==> src/rtl/pc_sequencer_pkg.sv <==
// rtl/pc_sequencer_pkg.sv - shared state encoding and constants for the pc sequencer
//
// Purpose: state encoding and address increment shared by the pc sequencer files.
// Ports:   none (package).
package pc_pkg;

    localparam logic [1:0]  ST_IDLE = 2'd0;
    localparam logic [1:0]  ST_RUN  = 2'd1;
    localparam logic [1:0]  ST_HALT = 2'd2;

    localparam logic [31:0] PC_INC  = 32'd4;

    typedef enum logic [1:0] {
        S_IDLE = ST_IDLE,
        S_RUN  = ST_RUN,
        S_HALT = ST_HALT
    } state_e;

endpackage

==> src/rtl/pc_sequencer_if.sv <==
// rtl/pc_sequencer_if.sv - control/status bundle between datapath and pc sequencer
//
// Purpose: groups the datapath-side control inputs and the sequencer status outputs.
// Ports (signals):
//   start, stall, branch_taken, branch_imm[15:0], jump, jump_target[25:0], halt_req
//       driven by the datapath/bench (master), sampled by the sequencer (slave).
//   pc[31:0], pc_valid, halted, timeout, cycle_count, instr_count
//       driven by the sequencer (slave).
interface pc_sequencer_if #(
    parameter int CNT_W = 16
);
    logic             start;
    logic             stall;
    logic             branch_taken;
    logic [15:0]      branch_imm;
    logic             jump;
    logic [25:0]      jump_target;
    logic             halt_req;

    logic [31:0]      pc;
    logic             pc_valid;
    logic             halted;
    logic             timeout;
    logic [CNT_W-1:0] cycle_count;
    logic [CNT_W-1:0] instr_count;

    modport master (
        output start, stall, branch_taken, branch_imm, jump, jump_target, halt_req,
        input  pc, pc_valid, halted, timeout, cycle_count, instr_count
    );

    modport slave (
        input  start, stall, branch_taken, branch_imm, jump, jump_target, halt_req,
        output pc, pc_valid, halted, timeout, cycle_count, instr_count
    );

endinterface

==> src/rtl/pc_sequencer_next_pc_calc.sv <==
// rtl/pc_sequencer_next_pc_calc.sv - combinational next-pc priority mux
//
// Purpose: computes pc+4, branch target, jump target and selects the next pc.
// Ports:
//   pc_i[31:0]          current pc
//   stall_i             hold pc (highest priority)
//   jump_i              take jump_target_i
//   jump_target_i[25:0] instruction[25:0]
//   branch_taken_i      take branch
//   branch_imm_i[15:0]  signed word offset relative to pc+4
//   next_pc_o[31:0]     selected next pc
module next_pc_calc
    import pc_pkg::*;
(
    input  logic [31:0] pc_i,
    input  logic        stall_i,
    input  logic        jump_i,
    input  logic [25:0] jump_target_i,
    input  logic        branch_taken_i,
    input  logic [15:0] branch_imm_i,
    output logic [31:0] next_pc_o
);

    logic [31:0] pc_plus4;
    logic [31:0] branch_pc;
    logic [31:0] jump_pc;

    assign pc_plus4  = pc_i + PC_INC;
    // Word offset sign-extended and scaled to bytes; wraps modulo 2^32.
    assign branch_pc = pc_plus4 + {{14{branch_imm_i[15]}}, branch_imm_i, 2'b00};
    // Jump stays inside the 256 MB region selected by pc+4.
    assign jump_pc   = {pc_plus4[31:28], jump_target_i, 2'b00};

    always_comb begin
        next_pc_o = pc_plus4;
        if (stall_i) begin
            next_pc_o = pc_i;
        end else if (jump_i) begin
            next_pc_o = jump_pc;
        end else if (branch_taken_i) begin
            next_pc_o = branch_pc;
        end
    end

endmodule

==> src/rtl/pc_sequencer.sv <==
// rtl/pc_sequencer.sv - program-counter stage with run/halt FSM and counters
//
// Purpose: owns the pc register feeding the datapath, sequences IDLE/RUN/HALT,
//          counts RUN cycles and retired instructions, and flags MAX_INSTR timeouts.
// Ports:
//   clk   system clock, rising edge
//   rst   synchronous active-high reset
//   bus   pc_sequencer_if.slave: control inputs in, pc/status/counters out
module pc_sequencer
    import pc_pkg::*;
#(
    parameter logic [31:0] RESET_PC  = 32'h0000_0000,
    parameter logic [31:0] END_PC    = 32'h0000_0100,
    parameter int          MAX_INSTR = 1024,
    parameter int          CNT_W     = 16
) (
    input  logic            clk,
    input  logic            rst,
    pc_sequencer_if.slave   bus
);

    state_e             state_q, state_d;
    logic [31:0]        pc_q, pc_d;
    logic [CNT_W-1:0]   cycle_q, cycle_d;
    logic [CNT_W-1:0]   instr_q, instr_d;
    logic               timeout_q, timeout_d;

    logic [31:0]        next_pc;
    logic               hit_end;
    logic               hit_max;

    next_pc_calc u_next_pc_calc (
        .pc_i           (pc_q),
        .stall_i        (bus.stall),
        .jump_i         (bus.jump),
        .jump_target_i  (bus.jump_target),
        .branch_taken_i (bus.branch_taken),
        .branch_imm_i   (bus.branch_imm),
        .next_pc_o      (next_pc)
    );

    assign hit_end = (next_pc == END_PC);
    // Compared at 32 bits so a MAX_INSTR wider than the counter never aliases.
    assign hit_max = ((32'(instr_q) + 32'd1) == 32'(MAX_INSTR));

    always_ff @(posedge clk) begin
        if (rst) begin
            state_q   <= S_IDLE;
            pc_q      <= RESET_PC;
            cycle_q   <= '0;
            instr_q   <= '0;
            timeout_q <= 1'b0;
        end else begin
            state_q   <= state_d;
            pc_q      <= pc_d;
            cycle_q   <= cycle_d;
            instr_q   <= instr_d;
            timeout_q <= timeout_d;
        end
    end

    always_comb begin
        state_d   = state_q;
        pc_d      = pc_q;
        cycle_d   = cycle_q;
        instr_d   = instr_q;
        timeout_d = timeout_q;

        case (state_q)
            S_IDLE, S_HALT: begin
                if (bus.start) begin
                    state_d   = S_RUN;
                    pc_d      = RESET_PC;
                    cycle_d   = '0;
                    instr_d   = '0;
                    timeout_d = 1'b0;
                end
            end
            S_RUN: begin
                if (cycle_q != '1) begin
                    cycle_d = cycle_q + CNT_W'(1);
                end
                // A stalled cycle neither retires nor evaluates any halt cause.
                if (!bus.stall) begin
                    if (instr_q != '1) begin
                        instr_d = instr_q + CNT_W'(1);
                    end
                    if (bus.halt_req || hit_end || hit_max) begin
                        // pc stays on the last fetched address while halted.
                        state_d   = S_HALT;
                        timeout_d = timeout_q | hit_max;
                    end else begin
                        pc_d = next_pc;
                    end
                end
            end
            default: begin
                state_d = S_IDLE;
            end
        endcase
    end

    assign bus.pc          = pc_q;
    assign bus.pc_valid    = (state_q == S_RUN);
    assign bus.halted      = (state_q == S_HALT);
    assign bus.timeout     = timeout_q;
    assign bus.cycle_count = cycle_q;
    assign bus.instr_count = instr_q;

endmodule

==> src/flat_wrapper.sv <==
// flat-port wrapper written by rule: the top's interface ports become plain ports
module pc_sequencer_flat import pc_pkg::*;
#(
    parameter logic [31:0] RESET_PC  = 32'h0000_0000,
    parameter logic [31:0] END_PC    = 32'h0000_0100,
    parameter int          MAX_INSTR = 1024,
    parameter int          CNT_W     = 16
)
  (clk, rst, bus_start, bus_stall, bus_branch_taken, bus_branch_imm, bus_jump, bus_jump_target, bus_halt_req, bus_pc, bus_pc_valid, bus_halted, bus_timeout, bus_cycle_count, bus_instr_count);
  pc_sequencer_if #(.CNT_W(CNT_W)) bus_i ();
  input  logic clk;
  input  logic rst;
  input wire logic [$bits(bus_i.start)-1:0] bus_start;
  input wire logic [$bits(bus_i.stall)-1:0] bus_stall;
  input wire logic [$bits(bus_i.branch_taken)-1:0] bus_branch_taken;
  input wire logic [$bits(bus_i.branch_imm)-1:0] bus_branch_imm;
  input wire logic [$bits(bus_i.jump)-1:0] bus_jump;
  input wire logic [$bits(bus_i.jump_target)-1:0] bus_jump_target;
  input wire logic [$bits(bus_i.halt_req)-1:0] bus_halt_req;
  output wire logic [$bits(bus_i.pc)-1:0] bus_pc;
  output wire logic [$bits(bus_i.pc_valid)-1:0] bus_pc_valid;
  output wire logic [$bits(bus_i.halted)-1:0] bus_halted;
  output wire logic [$bits(bus_i.timeout)-1:0] bus_timeout;
  output wire logic [$bits(bus_i.cycle_count)-1:0] bus_cycle_count;
  output wire logic [$bits(bus_i.instr_count)-1:0] bus_instr_count;
  assign bus_i.start = bus_start;
  assign bus_i.stall = bus_stall;
  assign bus_i.branch_taken = bus_branch_taken;
  assign bus_i.branch_imm = bus_branch_imm;
  assign bus_i.jump = bus_jump;
  assign bus_i.jump_target = bus_jump_target;
  assign bus_i.halt_req = bus_halt_req;
  assign bus_pc = bus_i.pc;
  assign bus_pc_valid = bus_i.pc_valid;
  assign bus_halted = bus_i.halted;
  assign bus_timeout = bus_i.timeout;
  assign bus_cycle_count = bus_i.cycle_count;
  assign bus_instr_count = bus_i.instr_count;
  pc_sequencer #(.RESET_PC(RESET_PC), .END_PC(END_PC), .MAX_INSTR(MAX_INSTR), .CNT_W(CNT_W)) u_core (.clk(clk), .rst(rst), .bus(bus_i));
endmodule
==> config.mk <==
export PLATFORM = sky130hd
export DESIGN_NAME = pc_sequencer_flat
export DESIGN_NICKNAME = d
export VERILOG_FILES = /design/src/rtl/pc_sequencer_pkg.sv /design/src/rtl/pc_sequencer_if.sv /design/src/rtl/pc_sequencer_next_pc_calc.sv /design/src/rtl/pc_sequencer.sv /design/src/flat_wrapper.sv
export SDC_FILE = /design/constraint.sdc
export NUM_CORES = 1
export LEC_CHECK = 0
export CELL_PAD_IN_SITES_DETAIL_PLACEMENT = 1
export CELL_PAD_IN_SITES_GLOBAL_PLACEMENT = 2
export CORE_MARGIN = 2
export CORE_UTILIZATION = 32
export CTS_BUF_LIST = sky130_fd_sc_hd__clkbuf_2 sky130_fd_sc_hd__clkbuf_4 sky130_fd_sc_hd__clkbuf_8
export DETAILED_ROUTE_END_ITERATION = 12
export GPL_ROUTABILITY_DRIVEN = 0
export PLACE_DENSITY_LB_ADDON = 0.25
export SYNTH_ARGS = -nofsm -noshare
export SYNTH_HDL_FRONTEND = slang
export SYNTH_SLANG_ARGS = --single-unit
==> constraint.sdc <==
create_clock -name clk -period 4.8 [get_ports clk]
set_input_delay 0.72 -clock clk [delete_from_list [all_inputs] [get_ports clk]]
set_output_delay 0.72 -clock clk [all_outputs]
set_load 0.05 [all_outputs]
# == Yosys cells after proc, flatten, opt, wreduce, memory -nomap -nowiden ==
# Cells that the tools add are included.
# word_totals
latchBits,0
n_memories,0
romBits,0
elab_cells,54
out_inout_bits,67
ram_bits,0
regBits,67
in_bits,49
# op_classes
n_eq_ne,12
add_sub_neg,5
order_cmp,0
reduce_logical,10
div_mod_pow,0
mul,0
n_mux,21
shifts,0
n_bitwise,1
# ops
op,n
two-way mux 32 bit,6
two-way mux 16 bit,4
one-hot mux 16 bit (2 select lines),2
one-hot mux 32 bit (2 select lines),1
"adder 16 x 1 -> 16 bit, second input constant",2
"adder 32 x 3 -> 32 bit, second input constant",1
adder 32 bit,1
"equality test 32 x 11 -> 1 bit, second input constant",1
"equality test 32 x 9 -> 1 bit, second input constant",1
"!= test 16 bit, second input constant",2
"adder 16 x 1 -> 17 bit, second input constant",1
AND reduction 4 bit,3
two-way mux 2 bit,3
"!= test 2 x 1 -> 1 bit, second input constant",3
"!= test 2 bit, second input constant",3
AND reduction 3 bit,2
one-hot mux 2 bit (2 select lines),1
two-way mux 1 bit,3
"equality test 2 x 1 -> 1 bit, second input constant",1
"equality test 2 bit, second input constant",1
logical NOT 2 bit,1
logical OR 1 bit,2
one-hot mux 1 bit (2 select lines),1
nonzero test 2 bit,1
2 further kinds,2

# == Depth between registers and ports, before layout ==
# logic_depth
ltp_word,11
ltp_mapped,21
mapped_depth_nobuf,18

# == Modules after synthesis ==
# From an unflattened synthesis, not the netlist that was laid out.
# hier_totals
cells_unflattened,911
area_unflattened_um2,6852.8
# modules_own_cells
module,seq_area_each_um2,cells_per_inst,n_inst,area_each_um2
pc_sequencer,1341.3,402,1,3565.9
next_pc_calc,0.0,509,1,3286.9

# == Worst setup path after synthesis ==
# Ideal clock, no wire load.
# synth_timing
path_type,register -> register
start,"register u_core.pc_q[12], in the netlist u_core.bus.pc[12]"
end,"register u_core.pc_q[15], in the netlist u_core.bus.pc[15]"
slack_ps,-71
t_arrival_ps,4799
synth_period_minus_slack_ps,4871
stages_incl_launch_ff,22
path_buffers,4
required_time_ps,4727
setup_ps,73
cell_sequence,dfxtp_1 buf_4 nand4_2 or4_1 buf_6 nor3_2 and2_1 xor2_1 ha_1 clkbuf_1 nand2_1 o21ai_0 mux2i_1 a221oi_1 o311ai_1 a21oi_1 and4_1 nor4b_1 nand4_1 a21oi_2 buf_6 o2bb2ai_1
# synth_between
elab_chain_len,10
elab_cells_between_ends,13
cone_classes,2 x add/sub; 2 x eq/ne; 6 x mux; 3 x reduce/logical
# synth_rtl
item,line_no,rtl
start: declaration,pc_sequencer.sv:23,"logic [31:0] pc_q, pc_d;"
start signal: assignment,pc_sequencer.sv:55,pc_q <= pc_d;
adder 32 x 3 -> 32 bit,pc_sequencer_next_pc_calc.sv:28,assign pc_plus4 = pc_i + PC_INC;
adder 32 bit,pc_sequencer_next_pc_calc.sv:30,"assign branch_pc = pc_plus4 + {{14{branch_imm_i[15]}}, branch_imm_i, 2'b00};"
two-way mux 32 bit,pc_sequencer_next_pc_calc.sv:40,end else if (branch_taken_i) begin
two-way mux 32 bit,pc_sequencer_next_pc_calc.sv:38,end else if (jump_i) begin
two-way mux 32 bit *,pc_sequencer_next_pc_calc.sv:36,if (stall_i) begin
equality test 32 x 9 -> 1 bit,pc_sequencer.sv:42,assign hit_end = (next_pc == END_PC);
logical OR 1 bit (2 in series),pc_sequencer.sv:88,if (bus.halt_req || hit_end || hit_max) begin
!= test 2 bit (no source line),--,
AND reduction 4 bit (no source line),--,
# Mark *: on every way between the ends. The rest lies on a longest branch, timed or not. The select of a mux whose other input is x is not followed.
# A chain may end at the register's enable or synchronous reset.

# == Worst setup path in the final report ==
# layout_timing
start,"register u_core.pc_q[3], in the netlist u_core.bus.pc[3]"
end,"register u_core.pc_q[13], in the netlist u_core.bus.pc[13]"
# Same word-level chain as after synthesis.

==> results.toml <==
[run_status]
status = "finished clean"

[pwr]
p_int_uw = 1040
clkPwrFrac_pct = 37.5
cellPowerDensity_mw_per_mm2 = 162
power_frac_comb_pct = 24.9
power_frac_seq_pct = 37.7
finalPower_uw = 1500
switchingPower_uw = 455
p_sw_share_pct = 30.4
leakage_uw = 0.00373
ir_drop_v = 0.000133

[setup_path]
crit_family = "simple AND/OR/NAND/NOR gates"
worst_ep_arrival_time_ps = 4930
rr_startpoint = "u_core.bus.pc[3]"
required_ps = 5100
path_cells = "ha_2 -> nand3_1 -> nor2_1 -> buf_4 -> nand3b_1 -> xnor2_1 -> ha_1 -> buf_4 -> nand2_1 -> o21ai_1 -> or2_0 -> o31ai_1 -> buf_4 -> xnor2_1 -> a221o_1 -> nor2b_1 -> and3_1 -> nand4_1 -> a21oi_4 -> buf_4 -> clkbuf_16 -> a22o_1"
crit_start = "u_core.bus.pc[3]"
slowest_delay_ps = 410
start_kind = "register"
critPathBufInv = 5
crit_fanout = 7
rrSetupSlack_ps = 170
slowest_stage = "a221o_1"
crit_path_end_kind = "register"
reg2reg_to = "u_core.bus.pc[13]"
r2r_cells = 22
path_class = "register to register"
path_common_cell = "buf_4"

[placed_design]
dpl.hpwl_mm = 22.0
port_buffers = 115
dp_cells = 1328

[run]
max_cap_violations = 0

[synth]
synth_edf_count = 0
synth_top_family_by_area = "simple AND/OR/NAND/NOR gates"
ys_ff_latch = 67
netlist_top_cells_area = "dfxtp_1 (20%), ha_1 (7.2%), a21oi_1 (5.3%)"
synthAdderAreaFrac_pct = 7.45
muxShareOfSynthArea_pct = 1.81
synth_compound_area_share_pct = 28.9
synth_flop_cell = "dfxtp_1"
synth_cell_types = 87
syn_area_mm2 = 0.00665
syn-mean-instance-area_um2 = 7.49
yosysTopAreaCell = "dfxtp_1"
postSynthCellCount = 888
seq_area_frac_synth_pct = 20.2
synth.top_cell.area_share_pct = 20.2
yosys.area_share.simple_pct = 29.8
synth_warnings = 0
syn-num-nets = 976
synth-async-reset-ratio_pct = 0
synth-xor-area-share_pct = 6.98

[timing]
worst_slew_pin_slew_ps = 1070
slew_headroom_pct = 28.5
drv_slew = 0
max_freq_ghz = 0.216
fin_skew_ps = 7.23
finalSetupViolations = 0
fin_crit_sh_pct = 96.4
period_needed_ps = 4630
finalHoldViolCount = 0

[die]
die_w_um = 148
core-area_mm2 = 0.0203
start_util_pct = 32.8
dieHeight_um = 148
dieArea_mm2 = 0.0219
num_rows = 52
ios = 116

[cells_and_area]
layout_common_cells = "clkdlybuf4s50_1 (114), buf_4 (112), nor2_1 (78), nand2_1 (72), a21oi_1 (68)"
layout_commonest_cell = "clkdlybuf4s50_1"
area_growth_pct = 39.0
nNetsFinal = 1167
fin_cells = 1354
nFillCells = 2525
drive_gt1_share_pct = 18.4
diodes = 0

[detailed_routing]
drt-pass1-iter-count = 4
top_layer = "met4"
drtAntennaViolNets = 0
dr_wl_met2_mm = 13.7
drtIter0Drc = 373
drc = 0
wl_per_cell_um = 21.1
viasPerCell = 5.77
met3_length_mm = 1.35
vias = 7813
finalWirelength_mm = 28.6
m1WireLength_mm = 13.3

[clock_tree]
cts.clk_slew.worst_paths_ps = 80
cts.htree.levels = 3
worstSkewPairLatency_ps = 370
cts.sinks = 67
max-clock-path-buffers = 2
cts_tree = "yes"
numCtsBuffers = 9
cts_root_buffer = "clkbuf_8"

[grt]
gr-total-overflow = 0
grt_pass1_vias = 7841
grtUsageTotal_pct = 25.3
antenna_found_initial = 0
grt_max_degree = 31
grt_pass1_wl_mm = 43.7

[hold_path]
hp-class = "register to register"
hp-start = "u_core.bus.timeout"
min_to = "u_core.bus.timeout"
hold_depth = 2
[tightest hold or removal path: cells and delay by family, from the launching register on]
| family | cells | cell delay [ps] |
|---|---|---|
| compound gates | 1 | 40 |
| flops | 1 | 330 |
| simple gates | 1 | 80 |
[sequential cells by signal (all words and copies together), names as in the netlist]
| name | flops |
|---|---|
| u_core.state_q | 2 |
| u_core.bus.pc | 32 |
| u_core.bus.timeout | 1 |
| u_core.bus.instr_count | 16 |
| u_core.bus.cycle_count | 16 |
[metal layers]
| layer | GRT usage, % | up-vias |
|---|---|---|
| met5 | 0 | - |
| met2 | 42.2 | 202 |
| met4 | 5.57 | 0 |
| met1 | 34.6 | 3857 |
| met3 | 3.62 | 22 |
| li1 | - | 3732 |
[cell type report]
type	count	area [um^2]	share of cell area [%]
Clock inverter	4	72.6	0.785
Multi-Input combinational cell	747	5130	55.5
Tap cell	270	338	3.66
Sequential cell	67	1350	14.6
Timing Repair Buffer	234	2110	22.8
Inverter	20	75.1	0.812
Clock buffer	12	159	1.72
[how the worst max path moves through the flow]
stage	to	slack, ps	depth (start not counted)
2_1_floorplan	u_core.bus.pc[15]	20	21
3_3_place_gp	u_core.bus.pc[1]	-40	16
3_5_place_dp	u_core.bus.pc[5]	-90	16
4_1_cts	u_core.bus.pc[20]	30	18
5_1_grt	u_core.state_q[1]	-60	16
6_report	u_core.bus.pc[13]	170	22
[cells in the mapped netlist (all sizes together) (9+ instances only)]
library cell and n:
dfxtp 67, and3 25, a22o 14, inv 20, and4 11, and2 9
xor2 23, buf 19, o21a 9, nand4 36, or3 20, clkbuf 35
a21o 13, nand2 73, xnor2 30, ha 38, o21ai 59, nand2b 9
nor4 11, a211oi 10, nor3 24, nand3 30, o2bb2ai 16, nor2 81
mux2i 12, nand3b 11, a21oi 71
[power by group through the flow]
stage	Clock, uW	Sequential (uW)	Combinational [uW]
6_report	560	563	372
3_3_place_gp	0	576	341
5_1_grt	599	564	400
2_1_floorplan	0	583	178
4_1_cts	574	563	346
3_5_place_dp	0	576	344
[metrics by stage]
stage	util [%]	setup slack [ps]	hold WS [ps]	area, um^2	setup TNS (ps)
2_1_floorplan	-	16.3	493	6660	0
3_3_place_gp	43.1	-41.4	457	8740	-732
3_5_place_dp	43.1	-91.7	469	8740	-2160
4_1_cts	44.2	33.4	487	8970	0
5_1_grt	45.5	-63.4	512	9240	-942
6_report	45.5	174	485	9240	0
[repair_timing]
| action | CTS | global route |
|---|---|---|
| hold buffers | 0 | 0 |
| gates resized for setup | 0 | 38 |
| setup endpoints to repair | 0 | 34 |
| setup buffers | 0 | 7 |
[cells by family (layout without fill, tap and decap cells)]
logic type	Yosys count	count (layout)
simple gates	367	367
compound gates	276	276
buf+inv	74	270
flops	67	67
xor+xnor	53	53
fa+ha+maj	39	39
mux	12	12
Power figures use the tool's default switching activity.
